===== src/rtl/csa_resolver.sv =====
// rtl/csa_resolver.sv - sliced carry-propagate adder resolving a carry-save pair (optional CSA_RESOLVER_EARLY_EN)
module csa_resolver #(
    parameter int W     = 64,
    parameter int CHUNK = 16,
    parameter int TAG_W = 4
) (
    input  logic             clk,
    input  logic             rst_n,
    input  logic             flush,
    input  logic             in_valid,
    output logic             in_ready,
    input  logic [W-1:0]     sum_vec,
    input  logic [W-1:0]     carry_vec,
    input  logic [TAG_W-1:0] in_tag,
    output logic             out_valid,
    input  logic             out_ready,
    output logic [W-1:0]     result,
    output logic [TAG_W-1:0] out_tag
);

    localparam int NCHUNK = W / CHUNK;
    localparam int IDX_W  = (NCHUNK > 1) ? $clog2(NCHUNK) : 1;
    localparam int SH_W   = $clog2(W) + 2;

    typedef enum logic [1:0] {
        S_IDLE,
        S_ADD,
        S_DONE
    } state_t;

    state_t             state_q, state_d;
    logic [W-1:0]       sum_q, sum_d;
    logic [W-1:0]       cv_q, cv_d;
    logic [W-1:0]       result_q, result_d;
    logic [TAG_W-1:0]   tag_q, tag_d;
    logic               cin_q, cin_d;
    logic [IDX_W-1:0]   idx_q, idx_d;

    logic [SH_W-1:0]    base;
    logic [CHUNK:0]     slice_sum;
    logic               last_slice;
    logic               early_done;

    assign base       = SH_W'(idx_q) * SH_W'(CHUNK);
    assign slice_sum  = {1'b0, sum_q[base +: CHUNK]} + {1'b0, cv_q[base +: CHUNK]}
                      + {{CHUNK{1'b0}}, cin_q};
    assign last_slice = (idx_q == IDX_W'(NCHUNK - 1));

`ifdef CSA_RESOLVER_EARLY_EN
    logic [SH_W-1:0] next_base;
    logic            upper_zero;

    // Nothing left to add above this slice: the remaining result slices stay 0.
    assign next_base  = base + SH_W'(CHUNK);
    assign upper_zero = (((sum_q | cv_q) >> next_base) == '0);
    assign early_done = !slice_sum[CHUNK] && upper_zero;
`else
    assign early_done = 1'b0;
`endif

    always_comb begin
        state_d  = state_q;
        sum_d    = sum_q;
        cv_d     = cv_q;
        result_d = result_q;
        tag_d    = tag_q;
        cin_d    = cin_q;
        idx_d    = idx_q;
        if (flush) begin
            state_d = S_IDLE;
        end else begin
            case (state_q)
                S_IDLE: begin
                    if (in_valid) begin
                        sum_d    = sum_vec;
                        cv_d     = carry_vec;
                        tag_d    = in_tag;
                        result_d = '0;
                        cin_d    = 1'b0;
                        idx_d    = '0;
                        state_d  = S_ADD;
                    end
                end
                S_ADD: begin
                    // Carry out of the top slice falls off: result is modulo 2^W.
                    result_d[base +: CHUNK] = slice_sum[CHUNK-1:0];
                    cin_d                   = slice_sum[CHUNK];
                    idx_d                   = idx_q + IDX_W'(1);
                    if (last_slice || early_done) begin
                        state_d = S_DONE;
                    end
                end
                S_DONE: begin
                    if (out_ready) begin
                        state_d = S_IDLE;
                    end
                end
                default: state_d = S_IDLE;
            endcase
        end
    end

    always_ff @(posedge clk or negedge rst_n) begin
        if (!rst_n) begin
            state_q  <= S_IDLE;
            sum_q    <= '0;
            cv_q     <= '0;
            result_q <= '0;
            tag_q    <= '0;
            cin_q    <= 1'b0;
            idx_q    <= '0;
        end else begin
            state_q  <= state_d;
            sum_q    <= sum_d;
            cv_q     <= cv_d;
            result_q <= result_d;
            tag_q    <= tag_d;
            cin_q    <= cin_d;
            idx_q    <= idx_d;
        end
    end

    assign in_ready  = (state_q == S_IDLE);
    assign out_valid = (state_q == S_DONE);
    assign result    = result_q;
    assign out_tag   = tag_q;

endmodule


===== config.mk =====
export PLATFORM = sky130hd
export DESIGN_NAME = csa_resolver
export DESIGN_NICKNAME = d
export VERILOG_FILES = /design/src/rtl/csa_resolver.sv
export SDC_FILE = /design/constraint.sdc
export NUM_CORES = 1
export LEC_CHECK = 0
export ABC_AREA = 1
export BUFFER_PORTS_ARGS = -buffer_cell sky130_fd_sc_hd__buf_2
export CORE_ASPECT_RATIO = 0.7
export CORE_MARGIN = 2
export CORE_UTILIZATION = 50
export CTS_BUF_LIST = sky130_fd_sc_hd__clkbuf_8
export CTS_CLUSTER_SIZE = 25
export DETAILED_ROUTE_END_ITERATION = 8
export GPL_TIMING_DRIVEN = 1
export PLACE_DENSITY_LB_ADDON = 0.12
export SETUP_SLACK_MARGIN = 0.05
export SLEW_MARGIN = 10
export SYNTH_ARGS = -nofsm -noshare
export SYNTH_HDL_FRONTEND = slang
export SYNTH_SLANG_ARGS = --single-unit

===== constraint.sdc =====
create_clock -name clk -period 4.15 [get_ports clk]
set_clock_uncertainty 0.15 [all_clocks]
set_input_delay 0.6225 -clock clk [delete_from_list [all_inputs] [get_ports clk]]
set_output_delay 0.6225 -clock clk [all_outputs]
set_load 0.02 [all_outputs]

==> flow_metrics.env <==
export IMPL_status="finished with violations"
export IMPL_violations="negative hold slack"
export IMPL_dp_cells=1669
export IMPL_routed_via_density=5.08
export IMPL_crit_path_end_kind="flop"
export IMPL_syn_area_um2=9740
export IMPL_syn_avg_cell_area_um2=7.83
export IMPL_slew_viol_final=0
export IMPL_whs_ns=-0.0214
export IMPL_setup_violations=0
export IMPL_crit_fanout=20
export IMPL_ant_nets=0
export IMPL_core_um2=19000
export IMPL_ir_drop_mv=0.302
export IMPL_ys_flop_type="dfrtp_1"
export IMPL_synth_area_leaders="dfrtp_1 (52%), nand2_1 (22%), o21ai_0 (3.6%), nor2_1 (3.0%), inv_1 (2.7%)"
export IMPL_yosys_register_bits=201
export IMPL_p_per_area_nw_per_um2=669
export IMPL_ys_warn_count=0
export IMPL_crit_path_max_incr_delay_ns=0.49
export IMPL_initial_core_util_pct=51.2
export IMPL_finalHoldViolCount=24
export IMPL_finalWirelength_um=26800
export IMPL_cts_sinks=201
export IMPL_rr_worst_depth=16
export IMPL_r2r_setup_slack_ns=0.65
export IMPL_die_h_um=121
export IMPL_port_buffers=206
export IMPL_cts_setup_buffers=0
export IMPL_fin_crit_ns=3.50
export IMPL_r2r_end="result[61]"
export IMPL_worst_pin_slew_ns=0.786
export IMPL_stdcell_count=1727
export IMPL_slew_headroom_pct=47.6
export IMPL_drc=0
export IMPL_numCtsBuffers=31
export IMPL_dieArea_um2=20600
export IMPL_num_vias=8777
export IMPL_async_reset_ff_share_pct=100
export IMPL_post_place_ws_ns=0.753
export IMPL_synth_cell_types=42
export IMPL_grt_overflow_total=0
export IMPL_place_congestion=0.880
export IMPL_syn_inst=1244
export IMPL_critPathKind="reg2reg"
export IMPL_netlist_top_cells_count="nand2_1 (576), dfrtp_1 (201), nor2_1 (78)"
export IMPL_drive_gt1_share_pct=20.5
export IMPL_synth_edff_count=0
export IMPL_cts_tree="yes"
export IMPL_grt_pass1_vias=8533
export IMPL_place_area_um2=11000
export IMPL_synth_top_area_share_pct=51.6
export IMPL_crit_arrival_ns=3.85
export IMPL_crit_top_cell="nand2_1"
export IMPL_grt_start_max_net_pins=133
export IMPL_fill_cells=1799
export IMPL_yosysTopAreaCell="dfrtp_1"
export IMPL_timing_rr_start="idx_q[1]"
export IMPL_cpLargestDelayFamily="buffers and inverters"
export IMPL_drtPass1Iterations=5
export IMPL_synth_seq_area_share_pct=51.6
export IMPL_worstSkewPairLatency_ns=0.57
export IMPL_max_freq_ghz=0.286
export IMPL_drt_iter0_markers=797
export IMPL_path_cells="inv_1 > buf_4 > o21ai_0 > o22ai_1 > ha_1 > nand2_1 > inv_1 > nand2_1 > nand2_1 > a21oi_1 > nand2_1 > nand2_1 > nand3_1 > nor2_1 > nand2_1 > nand2_1"
export IMPL_crit_slowest_cell="inv_1"
export IMPL_antenna_found_initial=1
export IMPL_wire_per_inst_um=15.5
export IMPL_syn_nets=1402
export IMPL_nets=1596
export IMPL_io_pins=207
export IMPL_cp_required_ns=4.50
export IMPL_rsz0062_at_grt="no"
export IMPL_grt_pass1_wl_um=43700
export IMPL_clkSlewWorstSetupHoldPaths_ns=0.06
export IMPL_maxCapViolations=0
export IMPL_p_leak_uw=0.00655
export IMPL_seqCellArea_um2=5030
export IMPL_htreeDepth=1
export IMPL_hpwlAfterDp_um=19000
export IMPL_multi_input_area_um2=4130
export IMPL_rows=42
export IMPL_synth_most_common_cell="nand2_1"
export IMPL_cts_hold_buffers=0
export IMPL_finalSetupTns_ns=0
export IMPL_grt_total_usage_pct=26.9
export IMPL_design_area_um2=11700
export IMPL_setup_ws_ns=0.648
export IMPL_worstHoldPathType="in2async"
export IMPL_die_width_um=171
export IMPL_cts_root_buffer="clkbuf_8"
export IMPL_clock_path_buffers=3
export IMPL_antenna_cells=0
export IMPL_cts_resized=0
export IMPL_area_growth_syn_to_layout_pct=19.6
export IMPL_cp_start_kind="flop"
export IMPL_period_share_pct=84.4
export IMPL_crit_buf_inv=3
kinds of logic after synthesis:
family | synth area share [%]
XOR/XNOR | 0.629
adder cells (fa/ha/maj) | 2.85
buffers and inverters | 5.96
AND/OR/NAND/NOR | 29.6
flip-flops | 51.6
AO/OA/AOI/OAI | 9.31
flip-flops by register name, indices dropped and copies added (netlist names):
| name | flops |
|---|---|
| out_tag | 4 |
| state_q | 2 |
| idx_q | 2 |
| result | 64 |
| sum_q | 64 |
| cin_q | 1 |
| cv_q | 64 |
metrics by stage:
step | total power [µW] | util [%]
floorplan | 5030 | -
global placement | 6030 | 57.8
detailed placement | 6060 | 57.8
CTS | 7820 | 61.3
global route | 8450 | 61.3
finish | 7800 | 61.3
power by group:
| group | switching (µW) | total (µW) | internal [µW] |
|---|---|---|---|
| clock | 785 | 1730 | 945 |
| combinational | 2370 | 3470 | 1100 |
| sequential | 246 | 2600 | 2350 |
worst max-delay path by stage:
| stage | start | endpoint | slack [ns] | depth (start not counted) |
|---|---|---|---|---|
| floorplan | idx_q[0] | result[56] | 1.28 | 15 |
| global placement | idx_q[0] | result[61] | 0.75 | 16 |
| detailed placement | idx_q[1] | result[29] | 0.75 | 16 |
| CTS | idx_q[1] | result[29] | 0.74 | 16 |
| global route | idx_q[0] | result[62] | 0.35 | 16 |
| finish | idx_q[1] | result[61] | 0.65 | 16 |
layout make-up:
cell class / count / share of cell area (%)
multi-input cells: 903 / 35.4
inverters: 83 / 2.81
well taps: 264 / 2.83
clock inverters: 17 / 0.870
clock buffers: 41 / 4.84
repair buffers: 218 / 10.0
flip-flops and latches: 201 / 43.2
cells in the final DEF, fill, tap and decap left out, types with 4 or more instances in the layout:
master	synthesis	routed
nand2_1	576	576
o22ai_1	38	38
inv_2	9	9
ha_1	19	19
buf_2	21	205
o21ai_1	25	25
inv_1	69	77
dfrtp_1	201	200
o21ai_0	70	70
clkinv_2	1	7
nor2_1	78	78
clkbuf_8	0	42
a21oi_1	11	11
buf_4	2	9
nand3_1	33	33
inv_4	3	4
xor2_1	5	5
nand4_1	12	12
layer usage:
metal / up-vias / global-route usage (%) / part of all wire, %
met4: 0 / 6.62 / 1.9
met3: 39 / 6.19 / 7.8
li1: 4330 / - / -
met5: - / 0 / 0
met2: 326 / 39.2 / 41
met1: 4082 / 40.6 / 49
(Power assumes the default switching activity.)
